<file path="src/rtl/cdcc_pkg.sv">
// Shared types for the dilated convolution datapath.
// Used by the tap buffer and the downstream dot product.
package cdcc_pkg;

    localparam int W_DEF = 16;
    localparam int TAPS  = 4;

    typedef enum logic [2:0] {
        CLEAR,
        IDLE,
        RD1,
        RD2,
        RD3,
        LOAD
    } state_t;

endpackage

</file>
<file path="src/rtl/tap_ram.sv">
// Single-port history store with synchronous read.
// One write or one read per cycle; maps onto block RAM.
module tap_ram #(
    parameter int W     = 16,
    parameter int DEPTH = 7,
    parameter int AW    = 3
) (
    input  logic          clk,
    input  logic          we,
    input  logic [AW-1:0] addr,
    input  logic [W-1:0]  wdata,
    output logic [W-1:0]  rdata
);

    logic [W-1:0] mem [0:DEPTH-1];

    always_ff @(posedge clk) begin
        if (we) begin
            mem[addr] <= wdata;
        end else begin
            rdata <= mem[addr];
        end
    end

endmodule

</file>
<file path="src/rtl/dilated_tap_buffer.sv">
// Circular activation history producing a 4-tap dilated window.
// One sample accepted per 5 cycles; taps read back one per cycle.
module dilated_tap_buffer
    import cdcc_pkg::*;
#(
    parameter  int W        = W_DEF,
    parameter  int DILATION = 2,
    localparam int DEPTH    = 3 * DILATION + 1
) (
    input  logic                         clk,
    input  logic                         rst,
    input  logic                         clr,
    input  logic signed [W-1:0]          in_sample,
    input  logic                         in_v,
    output logic                         in_ready,
    output logic signed [TAPS-1:0][W-1:0] a,
    output logic                         out_v
);

    localparam int AW = $clog2(DEPTH);
    localparam logic [AW-1:0] LAST = AW'(DEPTH - 1);

    state_t        state;
    state_t        state_nx;
    logic [AW-1:0] wp;
    logic [AW-1:0] caddr;
    logic [AW-1:0] ram_addr;
    logic          ram_we;
    logic [W-1:0]  ram_wdata;
    logic [W-1:0]  ram_rdata;
    logic [W-1:0]  tap0;
    logic [W-1:0]  tap1;
    logic [W-1:0]  tap2;
    logic          clr_pend;
    logic          accept;

    // k*DILATION < DEPTH, so one conditional add of DEPTH corrects the wrap
    function automatic logic [AW-1:0] back(input logic [AW-1:0] p,
                                           input int k);
        logic [AW:0] off;
        logic [AW:0] base;
        off  = (AW+1)'(k * DILATION);
        base = {1'b0, p};
        if (base >= off) begin
            return AW'(base - off);
        end
        return AW'(base + (AW+1)'(DEPTH) - off);
    endfunction

    tap_ram #(
        .W     (W),
        .DEPTH (DEPTH),
        .AW    (AW)
    ) u_ram (
        .clk   (clk),
        .we    (ram_we),
        .addr  (ram_addr),
        .wdata (ram_wdata),
        .rdata (ram_rdata)
    );

    assign in_ready = (state == IDLE);

    always_ff @(posedge clk or posedge rst) begin
        if (rst) begin
            state <= CLEAR;
        end else begin
            state <= state_nx;
        end
    end

    always_comb begin
        state_nx  = state;
        ram_we    = 1'b0;
        ram_addr  = wp;
        ram_wdata = in_sample;
        accept    = 1'b0;
        unique case (state)
            CLEAR: begin
                ram_we    = 1'b1;
                ram_addr  = caddr;
                ram_wdata = '0;
                if (caddr == LAST) begin
                    state_nx = IDLE;
                end
            end
            IDLE: begin
                if (clr) begin
                    state_nx = CLEAR;
                end else if (in_v) begin
                    accept   = 1'b1;
                    ram_we   = 1'b1;
                    state_nx = RD1;
                end
            end
            RD1: begin
                ram_addr = back(wp, 1);
                state_nx = RD2;
            end
            RD2: begin
                ram_addr = back(wp, 2);
                state_nx = RD3;
            end
            RD3: begin
                ram_addr = back(wp, 3);
                state_nx = LOAD;
            end
            LOAD: begin
                // a clear requested mid-window starts right after the pulse
                state_nx = (clr_pend || clr) ? CLEAR : IDLE;
            end
            default: begin
                state_nx = CLEAR;
            end
        endcase
    end

    always_ff @(posedge clk or posedge rst) begin
        if (rst) begin
            caddr    <= '0;
            wp       <= '0;
            tap0     <= '0;
            tap1     <= '0;
            tap2     <= '0;
            a        <= '0;
            out_v    <= 1'b0;
            clr_pend <= 1'b0;
        end else begin
            out_v <= 1'b0;
            if (state == CLEAR) begin
                caddr <= (caddr == LAST) ? '0 : caddr + AW'(1);
                if (caddr == LAST) begin
                    wp <= '0;
                end
            end
            if (state_nx == CLEAR) begin
                clr_pend <= 1'b0;
            end else if (clr && state != IDLE && state != CLEAR) begin
                clr_pend <= 1'b1;
            end
            if (accept) begin
                tap0 <= in_sample;
            end
            if (state == RD2) begin
                tap1 <= ram_rdata;
            end
            if (state == RD3) begin
                tap2 <= ram_rdata;
            end
            if (state == LOAD) begin
                a     <= {ram_rdata, tap2, tap1, tap0};
                out_v <= 1'b1;
                wp    <= (wp == LAST) ? '0 : wp + AW'(1);
            end
        end
    end

endmodule
</file>
<file path="config.mk">
export PLATFORM = sky130hd
export DESIGN_NAME = dilated_tap_buffer
export DESIGN_NICKNAME = d
export VERILOG_FILES = /design/src/rtl/cdcc_pkg.sv /design/src/rtl/tap_ram.sv /design/src/rtl/dilated_tap_buffer.sv
export SDC_FILE = /design/constraint.sdc
export NUM_CORES = 1
export LEC_CHECK = 0
export BUFFER_PORTS_ARGS = -buffer_cell sky130_fd_sc_hd__buf_4
export CAP_MARGIN = 20
export CORE_MARGIN = 2
export CORE_UTILIZATION = 40
export CTS_CLUSTER_DIAMETER = 60
export DETAILED_ROUTE_END_ITERATION = 8
export HOLD_SLACK_MARGIN = 0.1
export PLACE_DENSITY = 0.68
export SYNTH_ARGS = -nofsm -noshare
export SYNTH_HDL_FRONTEND = slang
export SYNTH_SLANG_ARGS = --single-unit
</file>
<file path="constraint.sdc">
create_clock -name clk -period 9.89 [get_ports clk]
set_clock_uncertainty 0.15 [all_clocks]
set_input_delay 1.978 -clock clk [delete_from_list [all_inputs] [get_ports clk]]
set_output_delay 1.978 -clock clk [all_outputs]
set_load 0.05 [all_outputs]
</file>
# --- Word-level counts from Yosys, hierarchy flattened ---
# Memory sizes are Yosys's and may differ from the RTL's. A register that Yosys moved wholly into a read port is not among the register bits.
# Index checks and enable logic that the tools add are counted.
totals:
  out_inout_bits: 66
  ff_bits: 123
  wordCells: 77
  inputBits: 20
  ramBits: 112
  mem_count: 1
memory_table:
  columns: ["name", "depth", "word_bits", "rd", "rd_ports_with_merged_regs", "write_ports", "line", "text"]
  rows:
  - ["u_ram.mem", 7, 16, 1, 1, 1, "tap_ram.sv:15", "logic [W-1:0] mem [0:DEPTH-1];"]
op_classes:
  n_mux: 33
  n_addsub: 9
  magnitude_cmp: 3
  n_eq_ne: 8
  n_reduce_logical: 11
ops:
  columns: ["cell", "n"]
  rows:
  - ["$mux 3", 14]
  - ["$pmux 3 s6", 1]
  - ["$mux 16", 1]
  - ["$mux 1", 15]
  - ["$eq 3x3->1 const B", 4]
  - ["$pmux 3 s4", 1]
  - ["$sub 3x3->3 const B", 4]
  - ["$add 3x1->3 const B", 2]
  - ["$eq 3x2->1 const B", 2]
  - ["$ge 3x3->1 const B", 2]
  - ["$logic_not 3->1", 2]
  - ["$reduce_bool 2->1", 3]
  - ["$sub 3x2->3 const B", 2]
  - ["$add 3x3->3 const B", 1]
  - ["$eq 3x1->1 const B", 1]
  - ["$ge 3x2->1 const B", 1]
  - ["$ne 3x1->1 const B", 1]
  - ["$reduce_bool 3->1", 1]
  - ["$logic_and 1x1->1", 2]
  - ["$pmux 1 s2", 1]
  - ["$reduce_and 2->1", 1]
  - ["$logic_not 1->1", 1]
  - ["$logic_or 1x1->1", 1]

# --- Longest topological paths before layout ---
# Gate-level depths: netlist of the first run.
depth:
  depth_word: 5
  ltp_mapped: 9
  ltp_nobuf: 7

# --- Cells and area by module ---
# Synthesis of the first run repeated with hierarchy kept, for this count alone.
hier_totals:
  hier_cells: 802
  area_unflattened_um2: 10117.2
by_module_without_submodules:
  columns: ["mod", "cells_per_inst", "n_inst", "area_each_um2", "seq_area_each_um2"]
  rows:
  - ["dilated_tap_buffer", 529, 1, 5232.5, 3078.0]
  - ["tap_ram", 273, 1, 4884.7, 3843.7]

# --- Least setup slack after synthesis of the first run ---
# Ideal clock, no wire load.
synth_timing:
  path_kind: "input to register"
  startpoint: "input port clr"
  endpoint: "memory u_ram.mem[5][0], enable pin"
  cell_stages: 3
  path_slack_ps: 4814
  n_path_buf: 0
  arrival_ps: 4490
  setup_time_ps: 436
  required_ps: 9304
  path_cell_list: "nand2b_1 -> a211o_1 -> nor4b_1"
synth_between:
  elab_chain_len: 4
synth_lines:
  columns: ["item", "line", "text"]
  rows:
  - ["from (decl)", "dilated_tap_buffer.sv:12", "input logic clr,"]
  - ["$mux 1", "dilated_tap_buffer.sv:88", "if (clr) begin"]
  - ["$pmux 1 s2", "dilated_tap_buffer.sv:78", "unique case (state)"]
  - ["$mux 1", "tap_ram.sv:18", "if (we) begin"]
  - ["$mux 1 (not written as such)", "tap_ram.sv:19", "mem[addr] <= wdata;"]
  - ["to (decl)", "tap_ram.sv:15", null]
# No other way between the ends.

# --- Worst setup path in the final report of the first run ---
layout_timing:
  startpoint: "register state[1]"
  endpoint: "memory u_ram.mem[6][2], enable pin"
layout_between:
  elab_chain_len: 4
  elab_cells_between_ends: 9
  cone_classes: "eq/ne: 4; mux: 4; reduce/logical: 1"
layout_lines:
  columns: ["item", "line", "text"]
  rows:
  - ["from (decl)", "dilated_tap_buffer.sv:23", "state_t state;"]
  - ["from (signal assigned)", "dilated_tap_buffer.sv:68", "state <= state_nx;"]
  - ["$eq 3x1->1 / $logic_not 3->1 (equally long branches)", "dilated_tap_buffer.sv:78", null]
  - ["$pmux 1 s2", "dilated_tap_buffer.sv:78", null]
  - ["$mux 1", "tap_ram.sv:18", null]
  - ["$mux 1 (not written as such)", "tap_ram.sv:19", null]
# Parallel ways exist; a longest one is shown, timed or not.

==> summary.md, run 1 <==
| Metric | Value |
|---|---|
| Post-CTS Setup Bufs | `0` |
| Post-synth EDFFs | `128` |
| Synth warn | `0` |
| Row cnt | `58` |
| CTS Sinks | `251` |
| Max Slew Vio Count | `0` |
| Hold Crit Class | `flip-flop to flip-flop` |
| Placed cell count | `1095` |
| Synth-to-layout area growth | `18.2%` |
| Rel. slew slack | `0.286` |
| DR vias/cell | `4.92` |
| WL per Instance | `17.3 um` |
| Largest cells by area after synthesis | `edfxtp_1, dfrtp_1, nand2_1` |
| Routed Antenna Nets | `0` |
| Status | `finished, final reports clean` |
| Worst setup margin | `5.75 ns` |
| Post-Layout Cell Count | `1140` |
| CP Buf/Inv Count | `0` |
| Synth unique cells | `45` |
| Worst Setup End Kind | `flip-flop` |
| Fillers | `2154` |
| Crit path max fanout | `23` |
| Final WL | `19700 um` |
| Clock-pin slew on the worst setup and hold paths | `0.06 ns` |
| Root Driver | `clkbuf_16` |
| # IOs | `86` |
| Gpl congestion | `0.775` |
| Synth Register Bits | `251` |
| Vias in the first global route | `5581` |
| Initial antenna violation count | `0` |
| Antenna diodes | `0` |
| Clk buf depth | `3` |
| Layout cells sized above 1 | `0.310` |
| DRC viols | `0` |
| Hold-fix buffers, CTS | `0` |
| Die H | `163 um` |
| H-tree level count | `1` |
| Most frequent cell after synthesis | `nand2_1` |
| Post-synthesis area per instance | `14.4 um^2` |
| Top_reg_cell synth | `edfxtp_1` |
| Async S/R FF share, synth | `0.490` |
| Mapped cell area | `10200 um^2` |
| Setup TNS | `0 ns` |
| CP max-delay cell | `o22a_1` |
| Syn Inst Count | `704` |
| PortBufs | `85` |
| Peak Freq | `242 MHz` |
| Overall routing resource usage | `0.151` |
| Post-Syn Nets | `731` |
| Place WS | `5.47 ns` |
| RSZ-0062 raised after global routing | `false` |
| Cell Chain, Critical Path | `nand3b_1, a311oi_1, o22a_1, and4_1` |
| Yosys top cell by area | `edfxtp_1` |
| Worst Path Arrival | `4.12 ns` |
| Dpl hpwl | `12900 um` |
| Vias | `5606` |
| Final hold viol count | `0` |
| Pin count of the biggest net entering global routing | `77` |
| CTS tree | `yes` |
| Resize count post-CTS | `0` |
| Worst Max-Slew Pin Slew | `1.07 ns` |
| Yosys top cell area share | `0.378` |
| Core Area | `25000 um^2` |
| Tcrit/Tclk final | `0.419` |
| Max cap viols | `0` |
| CP Launch Type | `flip-flop` |
| DRT iter0 DRCs | `503` |
| DIE AREA | `26700 um^2` |
| Initial Util | `0.406` |
| CTS Buf Count | `25` |
| 1st-pass router iterations | `5` |
| Worst-Skew Late Latency | `0.51 ns` |
| Final net count | `819` |
| Critical path class | `flip-flop to flip-flop` |
| Synth top cells by count | `nand2_1, edfxtp_1, dfrtp_1` |
| Period minus WS final | `4.14 ns` |
| CP required | `9.87 ns` |
| Delay of the slowest cell on the worst path | `0.92 ns` |
| Endpoints failing setup | `0` |
| Die X | `163 um` |
| Seq/Total Area, Yosys | `0.682` |
| Grt ovf | `0` |
| First-pass GRT wire length | `31500 um` |
| CP delay by family, top | `simple AND/OR/NAND/NOR gates` |
==> routing by layer <==
metal	part of all wire	track usage	vias up
met4	0.017	0.0394	0
met3	0.055	0.0251	23
met5	0	0	-
met1	0.48	0.225	2793
li1	-	-	2648
met2	0.45	0.231	142
==> registers in the layout, summed over array words and instances, names as in the netlist <==
register     cells
a               64
caddr            3
clr_pend         1
out_v            1
state            3
tap0            16
tap1            16
tap2            16
u_ram.mem      112
u_ram.rdata     16
wp               3
==> layout make-up <==
type | instances | area, um^2 | share of cell area
repair buffers | 96 | 721 | 0.0600
clock inverters | 12 | 136 | 0.0114
well taps | 330 | 413 | 0.0344
inverters | 9 | 36.3 | 0.00302
flip-flops and latches | 251 | 6920 | 0.577
clock buffers | 33 | 726 | 0.0605
multi-input cells | 409 | 3050 | 0.254
==> cell usage in the layout, fill, tap and decap left out, types with 2 or more instances in the layout <==
| master | count |
|---|---|
| inv_4 | 2 |
| clkbuf_1 | 2 |
| clkinv_2 | 2 |
| xnor2_1 | 2 |
| mux4_2 | 16 |
| nand3b_1 | 2 |
| a21oi_1 | 5 |
| ha_1 | 7 |
| mux2_2 | 56 |
| clkbuf_4 | 2 |
| a21o_1 | 2 |
| clkinvlp_4 | 2 |
| nor2b_1 | 20 |
| bufinv_16 | 3 |
| mux2_4 | 30 |
| nor4b_2 | 3 |
| clkbuf_16 | 27 |
| mux2i_1 | 3 |
| clkinv_1 | 4 |
| a211oi_1 | 2 |
| clkbuf_8 | 2 |
| nor3_1 | 2 |
| dfrtp_1 | 123 |
| nand2b_1 | 4 |
| o21ai_0 | 9 |
| nor2_1 | 6 |
| o31ai_1 | 2 |
| buf_4 | 96 |
| inv_1 | 7 |
| and4b_1 | 2 |
| mux2_1 | 10 |
| nand2_1 | 206 |
| edfxtp_1 | 128 |
==> cells by family (layout without fill, tap and decap cells) <==
logic type / count (synthesis) / after routing / synth area share
adders and majority gates: 7 / 7 / 0.00862
DFF: 251 / 251 / 0.682
muxes: 115 / 115 / 0.156
xor gates and xnor gates: 3 / 3 / 0.00259
and+or+nand+nor: 255 / 255 / 0.107
buffers and inverters: 44 / 150 / 0.0218
AOI/OAI and AO/OA: 29 / 29 / 0.0224
==> tightest hold or removal path, stage by stage, from the launching register on <==
cell and delay (ns):
dfrtp_1 0.33, nand2_1 0.05, nand2_1 0.05
==> worst paths after layout <==
kind                                        endpoint                start  cells past startpoint  slack, ns
max                        u_ram.mem[6][2]$_DFFE_PP_   state[1]$_DFF_PP0_                      4       5.75
min reg2reg                        a[16]$_DFFE_PP0P_  tap1[0]$_DFFE_PP0P_                      2       0.31
max reg2reg                u_ram.mem[6][2]$_DFFE_PP_   state[1]$_DFF_PP0_                      4       5.75
min                                a[16]$_DFFE_PP0P_  tap1[0]$_DFFE_PP0P_                      2       0.31
max in group asynchronous          a[53]$_DFFE_PP0P_                  rst                      3       6.80
min in group asynchronous          a[63]$_DFFE_PP0P_                  rst                      2       1.40
==> through the flow <==
step	instance area [um^2]	hold WS, ns	utilization
global placement	11100	0.296	0.445
floorplan	10200	0.283	-
global route	12000	0.331	0.479
detailed placement	11100	0.298	0.445
finish	12000	0.310	0.479
CTS	12000	0.314	0.479
Power of run 1 is not shown: default switching activity piles up to over one toggle a cycle in this logic, so the estimate is an artifact.
==> inputs of run 2 (changes only) <==
--- a/config.mk
+++ b/config.mk
@@ -12,7 +12,7 @@
 export CTS_CLUSTER_DIAMETER = 60
 export DETAILED_ROUTE_END_ITERATION = 8
 export HOLD_SLACK_MARGIN = 0.1
-export PLACE_DENSITY = 0.68
+export PLACE_DENSITY = 0.7
 export SYNTH_ARGS = -nofsm -noshare
 export SYNTH_HDL_FRONTEND = slang
 export SYNTH_SLANG_ARGS = --single-unit
==> constraint.sdc (replaced) <==
create_clock -name clk -period 3.72 [get_ports clk]
set_clock_uncertainty 0.15 [all_clocks]
set_input_delay 0.744 -clock clk [delete_from_list [all_inputs] [get_ports clk]]
set_output_delay 0.744 -clock clk [all_outputs]
set_load 0.05 [all_outputs]
==> run 2 against run 1 <==
  * Maximum frequency up 31%
  * Flip-flop and latch count unchanged
  * First-iteration DRC count down 6.8%
  * Cell area up 1.4%
  * Critical path type unchanged
  * Worst setup slack worse by 5.2 ns
  * Largest cell class unchanged
  * Hold slack worse by 0.095 ns
  * Global-route usage up 0.42 points
  * Cell count up 1.7%
  * Routed wire length up 2.9%
  * Via count up 0.82%
  * Die area unchanged
  * Register-to-register slack worse by 5.2 ns
==> summary.md, run 2 (same netlist as run 1, synthesis figures left out) <==
| Metric | Value |
|---|---|
| # IOs | `86` |
| Tcrit/Tclk final | `0.851` |
| Clock-pin slew on the worst setup and hold paths | `0.06 ns` |
| Peak Freq | `316 MHz` |
| CTS tree | `yes` |
| Dpl hpwl | `13400 um` |
| Critical path class | `flip-flop to flip-flop` |
| CP required | `3.82 ns` |
| 1st-pass router iterations | `4` |
| Post-CTS Setup Bufs | `0` |
| Reg2reg start | `wp[2]$_DFFE_PP0P_` |
| Hold Crit Class | `primary input to async pin` |
| Max cap viols | `0` |
| Vias in the first global route | `5830` |
| DRT iter0 DRCs | `469` |
| Worst setup margin | `0.553 ns` |
| Pin count of the biggest net entering global routing | `68` |
| Most frequent cells in the layout | `nand2_1, edfxtp_1, dfrtp_1` |
| Place WS | `0.594 ns` |
| Hold-fix buffers, CTS | `0` |
| Area of the multi-input gates | `3050 um^2` |
| Die X | `163 um` |
| Root Driver | `clkbuf_16` |
| Rel. slew slack | `0.458` |
| Final WL | `20300 um` |
| Overall routing resource usage | `0.156` |
| Reg-to-reg endpoint | `u_ram.rdata[5]$_DFFE_PN_` |
| Period minus WS final | `3.17 ns` |
| First-pass GRT wire length | `32300 um` |
| Worst Path Arrival | `3.26 ns` |
| Final hold viol count | `0` |
| Core Area | `25000 um^2` |
| Resize count post-CTS | `0` |
| Status | `finished, final reports clean` |
| Initial Util | `0.406` |
| Crit path max fanout | `55` |
| Layout cells sized above 1 | `0.328` |
| Leading cell type in the layout, fill and taps excluded | `nand2_1` |
| Routed Antenna Nets | `0` |
| Vias | `5652` |
| Uppermost routed layer | `met5` |
| Delay of the slowest cell on the worst path | `0.51 ns` |
| Worst reg-to-reg setup slack | `0.55 ns` |
| DR vias/cell | `4.88` |
| Row cnt | `58` |
| Gpl congestion | `0.817` |
| Antenna diodes | `0` |
| Synth-to-layout area growth | `19.8%` |
| CTS Sinks | `251` |
| WL per Instance | `17.5 um` |
| CP max-delay cell | `dfrtp_1` |
| Register area | `6920 um^2` |
| Met2 wire length | `9680 um` |
| Cell Chain, Critical Path | `ha_1, nor3_1, or3_1, a32oi_4, buf_12, mux2_1, mux4_2` |
| DRC viols | `0` |
| Final net count | `836` |
| Max reg flops | `112` |
| Largest regs | `u_ram.mem (112), a (64)` |
| Detail Route met3 WL | `1100 um` |
| CTS Buf Count | `26` |
| PortBufs | `85` |
| CP Launch Type | `flip-flop` |
| Grt ovf | `0` |
| RSZ-0062 raised after global routing | `false` |
| H-tree level count | `1` |
| Cell Area, Placed | `11300 um^2` |
| Fillers | `2115` |
| Max Slew Vio Count | `0` |
| Worst-Skew Late Latency | `0.53 ns` |
| Initial antenna violation count | `1` |
| M1 wire length | `9110 um` |
| Post-route cell area | `12200 um^2` |
| R2R depth | `7` |
| Worst Setup End Kind | `flip-flop` |
| Endpoints failing setup | `0` |
| Register name with the most flops | `u_ram.mem` |
| Clk buf depth | `3` |
| Worst Max-Slew Pin Slew | `0.812 ns` |
| Die H | `163 um` |
| DIE AREA | `26700 um^2` |
[run 2: cell types whose count changed in the layout (fill, tap and decap cells not counted), sizes merged]
cell      delta
buf         +16
bufinv       -3
clkbuf       +5
clkinv       +3
clkinvlp     -1
inv          -1
[run 2: worst max path at each step]
stage                                 endpoint          startpoint  cells after the start
finish                u_ram.rdata[5]$_DFFE_PN_   wp[2]$_DFFE_PP0P_                      7
floorplan            u_ram.mem[3][0]$_DFFE_PP_   wp[2]$_DFFE_PP0P_                      9
CTS                  u_ram.mem[3][9]$_DFFE_PP_   wp[2]$_DFFE_PP0P_                      8
detailed placement  u_ram.mem[3][13]$_DFFE_PP_   wp[2]$_DFFE_PP0P_                      8
global route         u_ram.mem[3][5]$_DFFE_PP_   wp[1]$_DFFE_PP0P_                      8
global placement     u_ram.rdata[12]$_DFFE_PN_  state[2]$_DFF_PP0_                      6
[run 2: metal layers]
metal  GRT usage  vias to the layer above
met5           0                        -
met4      0.0442                        2
met3      0.0333                       35
met2       0.261                      124
met1       0.205                     2814
li1            -                     2677
[run 2: worst max-delay path, delay by kind of cell (launching register included)]
| kind | cells | cell delay, ns |
|---|---|---|
| buffers and inverters | 1 | 0.37 |
| muxes | 2 | 0.83 |
| and+or+nand+nor | 2 | 0.44 |
| AOI/OAI and AO/OA | 1 | 0.26 |
| adders and majority gates | 1 | 0.29 |
| DFF | 1 | 0.51 |
[run 2: stage by stage]
stage / cells / setup TNS [ns] / hold slack, ns / util
floorplan: 704 / -0.536 / 0.283 / -
global placement: 1111 / 0 / 0.293 / 0.451
detailed placement: 1111 / 0 / 0.301 / 0.451
CTS: 1159 / 0 / 0.229 / 0.486
global route: 1159 / 0 / 0.274 / 0.486
finish: 1159 / 0 / 0.215 / 0.486
[run 2: cell type report]
class                      count  share of cell area
clock buffer                  38              0.0667
clock inverter                10             0.00473
inverter                       9             0.00308
multi-input combinational    409               0.251
sequential                   251               0.569
tap                          330              0.0339
timing repair buffer         112              0.0722
Power of run 2 is left out for the same reason.
